File: src/rtl/rv32i_core.sv
// rv32i_core: single-cycle RV32I integer core.
// One instruction is fetched, executed and retired per clock. Instruction
// and data reads are combinational and stores are captured by the memory on
// the clock edge. Sub-word stores are merged with drdata so that the memory
// always receives a full word.
module rv32i_core #(
    parameter logic [31:0] RESET_PC = 32'h0000_0000
) (
    input  logic        clk,
    input  logic        rstn,
    output logic [31:0] iaddr,
    input  logic [31:0] idata,
    input  logic        ivalid,
    output logic [31:0] daddr,
    input  logic [31:0] drdata,
    input  logic        drvalid,
    output logic [31:0] dwdata,
    output logic [3:0]  dwe
);
    localparam logic [6:0] OP_LUI    = 7'b0110111;
    localparam logic [6:0] OP_AUIPC  = 7'b0010111;
    localparam logic [6:0] OP_JAL    = 7'b1101111;
    localparam logic [6:0] OP_JALR   = 7'b1100111;
    localparam logic [6:0] OP_BRANCH = 7'b1100011;
    localparam logic [6:0] OP_LOAD   = 7'b0000011;
    localparam logic [6:0] OP_STORE  = 7'b0100011;
    localparam logic [6:0] OP_IMM    = 7'b0010011;
    localparam logic [6:0] OP_REG    = 7'b0110011;

    logic [31:0] pc_q, pc_d;
    logic [31:0] regs_q [32];
    logic [31:0] rd_d;
    logic        rd_we;

    logic [6:0]  opcode, f7;
    logic [4:0]  rd, rs1, rs2;
    logic [2:0]  f3;
    logic [31:0] rs1_v, rs2_v;
    logic [31:0] imm_i, imm_s, imm_b, imm_u, imm_j;

    logic        is_ls, is_store, stall;
    logic [3:0]  st_lanes;
    logic [31:0] st_rep, st_mask;

    assign opcode = idata[6:0];
    assign rd     = idata[11:7];
    assign f3     = idata[14:12];
    assign rs1    = idata[19:15];
    assign rs2    = idata[24:20];
    assign f7     = idata[31:25];

    assign imm_i = {{20{idata[31]}}, idata[31:20]};
    assign imm_s = {{20{idata[31]}}, idata[31:25], idata[11:7]};
    assign imm_b = {{19{idata[31]}}, idata[31], idata[7], idata[30:25], idata[11:8], 1'b0};
    assign imm_u = {idata[31:12], 12'd0};
    assign imm_j = {{11{idata[31]}}, idata[31], idata[19:12], idata[20], idata[30:21], 1'b0};

    // x0 is reset to zero and never written, so it reads as zero directly
    assign rs1_v = regs_q[rs1];
    assign rs2_v = regs_q[rs2];
    assign iaddr = pc_q;

    function automatic logic [31:0] alu(input logic [2:0] f, input logic alt,
                                        input logic [31:0] a, input logic [31:0] b);
        logic signed [31:0] sa, sb;
        sa = a;
        sb = b;
        case (f)
            3'd0:    return alt ? a - b : a + b;
            3'd1:    return a << b[4:0];
            3'd2:    return {31'd0, sa < sb};
            3'd3:    return {31'd0, a < b};
            3'd4:    return a ^ b;
            3'd5:    return alt ? 32'(sa >>> b[4:0]) : a >> b[4:0];
            3'd6:    return a | b;
            default: return a & b;
        endcase
    endfunction

    function automatic logic br_taken(input logic [2:0] f, input logic [31:0] a, input logic [31:0] b);
        logic signed [31:0] sa, sb;
        sa = a;
        sb = b;
        case (f)
            3'd0:    return a == b;
            3'd1:    return a != b;
            3'd4:    return sa < sb;
            3'd5:    return sa >= sb;
            3'd6:    return a < b;
            default: return a >= b;
        endcase
    endfunction

    // Lane selection: bytes by addr[1:0], halfwords by addr[1], words unshifted
    function automatic logic [31:0] load_ext(input logic [2:0] f, input logic [1:0] lo,
                                             input logic [31:0] w);
        logic [7:0]  b;
        logic [15:0] h;
        b = w[8*lo +: 8];
        h = lo[1] ? w[31:16] : w[15:0];
        case (f)
            3'd0:    return {{24{b[7]}}, b};
            3'd1:    return {{16{h[15]}}, h};
            3'd4:    return {24'd0, b};
            3'd5:    return {16'd0, h};
            default: return w;
        endcase
    endfunction

    // Decode and execute; unrecognised encodings fall through as PC+4 with no writes
    always_comb begin
        pc_d     = pc_q + 32'd4;
        rd_we    = 1'b0;
        rd_d     = 32'd0;
        is_ls    = 1'b0;
        is_store = 1'b0;
        st_lanes = 4'b0000;
        st_rep   = rs2_v;
        daddr    = rs1_v + imm_i;
        case (opcode)
            OP_LUI: begin
                rd_we = 1'b1;
                rd_d  = imm_u;
            end
            OP_AUIPC: begin
                rd_we = 1'b1;
                rd_d  = pc_q + imm_u;
            end
            OP_JAL: begin
                rd_we = 1'b1;
                rd_d  = pc_q + 32'd4;
                pc_d  = pc_q + imm_j;
            end
            OP_JALR: begin
                if (f3 == 3'd0) begin
                    rd_we = 1'b1;
                    rd_d  = pc_q + 32'd4;
                    pc_d  = (rs1_v + imm_i) & 32'hFFFF_FFFE;
                end
            end
            OP_BRANCH: begin
                if (f3 != 3'd2 && f3 != 3'd3 && br_taken(f3, rs1_v, rs2_v))
                    pc_d = pc_q + imm_b;
            end
            OP_LOAD: begin
                if (f3 == 3'd0 || f3 == 3'd1 || f3 == 3'd2 || f3 == 3'd4 || f3 == 3'd5) begin
                    is_ls = 1'b1;
                    rd_we = 1'b1;
                    rd_d  = load_ext(f3, daddr[1:0], drdata);
                end
            end
            OP_STORE: begin
                daddr = rs1_v + imm_s;
                if (f3 <= 3'd2) begin
                    is_ls    = 1'b1;
                    is_store = 1'b1;
                    case (f3)
                        3'd0: begin
                            st_lanes = 4'b0001 << daddr[1:0];
                            st_rep   = {4{rs2_v[7:0]}};
                        end
                        3'd1: begin
                            st_lanes = daddr[1] ? 4'b1100 : 4'b0011;
                            st_rep   = {2{rs2_v[15:0]}};
                        end
                        default: st_lanes = 4'b1111;
                    endcase
                end
            end
            OP_IMM: begin
                if ((f3 != 3'd1 || f7 == 7'd0) &&
                    (f3 != 3'd5 || (f7[6] == 1'b0 && f7[4:0] == 5'd0))) begin
                    rd_we = 1'b1;
                    rd_d  = alu(f3, f3 == 3'd5 && f7[5], rs1_v, imm_i);
                end
            end
            OP_REG: begin
                if (f7 == 7'd0 || (f7 == 7'b0100000 && (f3 == 3'd0 || f3 == 3'd5))) begin
                    rd_we = 1'b1;
                    rd_d  = alu(f3, f7[5], rs1_v, rs2_v);
                end
            end
            default: ;
        endcase
        stall = !ivalid || (is_ls && !drvalid);
        if (stall) begin
            pc_d  = pc_q;
            rd_we = 1'b0;
        end
    end

    // Store merge: enabled lanes carry the new data, the rest are read back
    assign st_mask = {{8{st_lanes[3]}}, {8{st_lanes[2]}}, {8{st_lanes[1]}}, {8{st_lanes[0]}}};
    assign dwdata  = (drdata & ~st_mask) | (st_rep & st_mask);
    // Gated by rstn so a store in flight is dropped the moment reset asserts
    assign dwe     = (rstn && is_store && !stall) ? st_lanes : 4'b0000;

    // Program counter
    always_ff @(posedge clk or negedge rstn) begin
        if (!rstn) pc_q <= RESET_PC;
        else       pc_q <= pc_d;
    end

    // Register file write port; x0 is never written
    always_ff @(posedge clk or negedge rstn) begin
        if (!rstn) begin
            for (int i = 0; i < 32; i++) regs_q[i] <= 32'd0;
        end else if (rd_we && rd != 5'd0) begin
            regs_q[rd] <= rd_d;
        end
    end
endmodule

File: config.mk
export PLATFORM = sky130hd
export DESIGN_NAME = rv32i_core
export DESIGN_NICKNAME = d
export VERILOG_FILES = /design/src/rtl/rv32i_core.sv
export SDC_FILE = /design/constraint.sdc
export NUM_CORES = 2
export LEC_CHECK = 0
export CAP_MARGIN = 10
export CORE_MARGIN = 2
export CORE_UTILIZATION = 35
export DETAILED_ROUTE_END_ITERATION = 7
export SETUP_SLACK_MARGIN = 0.5
export SLEW_MARGIN = 20
export SYNTH_ARGS = -nofsm -noshare
export SYNTH_HDL_FRONTEND = slang
export SYNTH_SLANG_ARGS = --single-unit
File: constraint.sdc
create_clock -name clk -period 16 [get_ports clk]
set_input_delay 4 -clock clk [delete_from_list [all_inputs] [get_ports clk]]
set_output_delay 4 -clock clk [all_outputs]
set_load 0.01 [all_outputs]
==> results.py <==
metrics = {
    "power": {
        "power.total_w": 0.00808,
        "vdd_ir_drop_max_uv": 99.2,
        "power.density_nw_per_um2": 87.0,
        "power_leakage_nw": 39.7,
    },
    "placement": {
        "port_buffers": 166,
        "gp_congestion": 1.12,
        "dp_hpwl_um": 349000,
    },
    "drt": {
        "ant_nets": 0,
        "drt_wl_total_um": 490000,
        "first_pass_iters": 8,
        "viasPerCell": 6.90,
        "vias": 84200,
        "drc": 0,
        "wl_per_cell_um": 40.2,
        "first_iter_violations": 14100,
    },
    "global_routing": {
        "antenna_found_initial": 31,
        "grt.total_usage": 0.390,
        "grt_pass1_vias": 80100,
        "gr-total-overflow": 0,
        "grt_max_degree": 155,
        "grt_pass1_wl_um": 668000,
    },
    "sta": {
        "slew_headroom": 0.0646,
        "rsz0062_at_grt": "no",
        "slew_viol_final": 0,
        "max_freq_ghz": 0.0677,
        "finalHoldViolCount": 0,
        "period_share": 0.923,
        "timing.setup.tns_ns": 0,
        "clock_skew_ns": 0.102,
        "finalSetupViolations": 0,
        "fin_crit_ns": 14.76,
        "tightest_slew_ns": 1.38,
    },
    "floorplan": {
        "ios": 168,
        "coreArea_um2": 237000,
        "row_count": 179,
        "die_h_um": 492,
        "die_area_um2": 242000,
        "start_util": 0.352,
        "die_w_um": 492,
    },
    "critical_path": {
        "critPathRequiredTime_ns": 12.00,
        "endpoint": "daddr[15]",
        "startpoint_type": "input port",
        "reg2reg_depth": 19,
        "crit_start": "idata[19]",
        "reg2reg_from": "regs_q[448]",
        "crit_fanout": 51,
        "cp.arrival_ns": 10.76,
        "critPathKind": "input port to primary output",
        "r2r_end": "regs_q[186]",
        "rrSetupSlack_ns": 7.52,
        "cp-end-kind": "primary output",
    },
    "clocking": {
        "post-cts-setup-buffers": 0,
        "h-tree-depth": 3,
        "cts_tree": "yes",
        "clk_pin_slew_ns": 0.05,
        "clock_path_buffers": 3,
        "cts_resized": 0,
        "ctsRootBufferMaster": "clkbuf_16",
        "clock-sinks": 1055,
        "ctsHoldBuffers": 0,
        "cts_made_buffers": 117,
        "clkLatencyLatePin_ns": 0.81,
    },
    "finish": {
        "syn_to_final_growth_pct": 11.3,
        "fin_nets": 9254,
        "drive_gt1_frac": 0.165,
    },
    "yosys": {
        "synth_cell_type_count": 101,
        "synth_top_cell_by_area": "dfrtp_1",
        "syn_avg_cell_area_um2": 9.13,
        "synth_edf_count": 0,
        "ys.flop_type": "dfrtp_1",
        "synth_nets": 9485,
        "yosysSeqAreaShare": 0.316,
        "yosysMostFrequentCell": "nor2_1",
        "syn_inst": 9137,
        "synth_top_cell_area_share": 0.316,
        "synthArstFlopShare": 1.00,
        "yosysWarnings": 0,
        "synth_area_um2": 83500,
        "ys_ff_latch": 1055,
        "yosys-top-cells-count": "nor2_1, dfrtp_1, a21oi_1",
        "synth_area_leaders": "dfrtp_1, mux4_2, mux2i_1",
    },
    "run": {
        "cap_viol_max_count": 0,
    },
    "hold_path": {
        "hp-class": "flop to flop",
    },
    "status": {
        "status": "finished, final reports clean",
    },
}
## cell type report
class	count	area, µm²
multi-input cells	7029	53100
repair buffers	522	4490
inverters	181	688
well taps	3167	3960
flip-flops and latches	1055	26400
fillers	23700	144000
diodes	19	47.5
clock inverters	72	1000
clock buffers	149	3220
## stage by stage
step | instances | hold WS [ns] | utilization | worst slack, ns | instance area, µm²
5_1_grt | 12200 | 0.409 | 0.391 | 1.02 | 92900
3_5_place_dp | 12000 | 0.385 | 0.373 | 1.55 | 88600
6_report | 12200 | 0.398 | 0.391 | 1.24 | 92900
3_3_place_gp | 12000 | 0.381 | 0.373 | 1.14 | 88500
2_1_floorplan | 9137 | 0.441 | - | 3.61 | 83500
4_1_cts | 12200 | 0.399 | 0.391 | 1.50 | 92800
## metal layers
layer  global-route usage  vias up  wire length, µm
li1                     -    33700                -
met1                0.491    42100           183000
met2                0.556     6712           200000
met3                0.132     1671            63000
met4                0.281       18            43200
met5              0.00587        -              318
## where the power goes
part	internal, W	switching [W]
clock network	0.00174	0.00123
logic	0.000716	0.00161
registers	0.00269	0.0000935
total	0.00515	0.00294
## cell usage in the layout (no fill, tap or decap), drive strengths merged, types with 53 or more instances in the layout
| cell | instances |
|---|---|
| a211oi | 73 |
| dfrtp | 1055 |
| clkbuf | 149 |
| xnor2 | 115 |
| a21o | 94 |
| a31oi | 103 |
| xor2 | 58 |
| nand3 | 226 |
| nand4 | 65 |
| a221oi | 53 |
| a22oi | 189 |
| o21ai | 438 |
| nor2 | 1096 |
| nand2 | 553 |
| buf | 372 |
| mux2i | 707 |
| mux4 | 379 |
| nor3 | 161 |
| clkdlybuf4s50 | 150 |
| o22ai | 213 |
| o211ai | 75 |
| a21oi | 988 |
| ha | 272 |
| inv | 181 |
| nor4 | 87 |
| mux2 | 338 |
## cells by family after synthesis
logic type | Yosys count | share of synthesized area
AO/OA/AOI/OAI | 2696 | 0.203
AND/OR/NAND/NOR | 2455 | 0.131
multiplexers | 1424 | 0.234
flip-flops | 1055 | 0.316
buffers and inverters | 1053 | 0.0542
adder cells (fa/ha/maj) | 280 | 0.0427
XOR/XNOR | 173 | 0.0182
other | 1 | 0.0000449
## flip-flops by register name, summed over array words and instances (netlist names)
| name | flops |
|---|---|
| iaddr | 31 |
| regs_q | 1024 |
## critical path, cell delays in order
cell	delay (ns)
buf_4	0.72
nand4bb_2	0.76
buf_4	0.54
o22ai_1	0.24
nor2_1	0.14
and4_1	0.40
inv_2	0.38
ha_1	0.23
a21oi_1	0.08
o2111ai_1	0.68
nor2_1	0.08
a31oi_1	0.36
a21o_1	0.18
a21o_1	0.16
inv_1	0.05
o21ai_1	0.51
a21boi_0	0.22
xnor2_1	0.33
clkdlybuf4s50_1	0.60
## how the worst min path moves through the flow
| stage | from | endpoint | slack (ns) | cells past startpoint |
|---|---|---|---|---|
| final | regs_q[995] | regs_q[995] | 0.40 | 0 |
| after global routing | regs_q[998] | regs_q[998] | 0.41 | 0 |
| after CTS | regs_q[1010] | regs_q[1010] | 0.40 | 0 |
| after detailed placement | regs_q[1009] | regs_q[1009] | 0.38 | 0 |
| after global placement | regs_q[997] | regs_q[997] | 0.38 | 0 |
| after floorplan | regs_q[1021] | regs_q[1021] | 0.44 | 1 |
(Power assumes the default switching activity.)
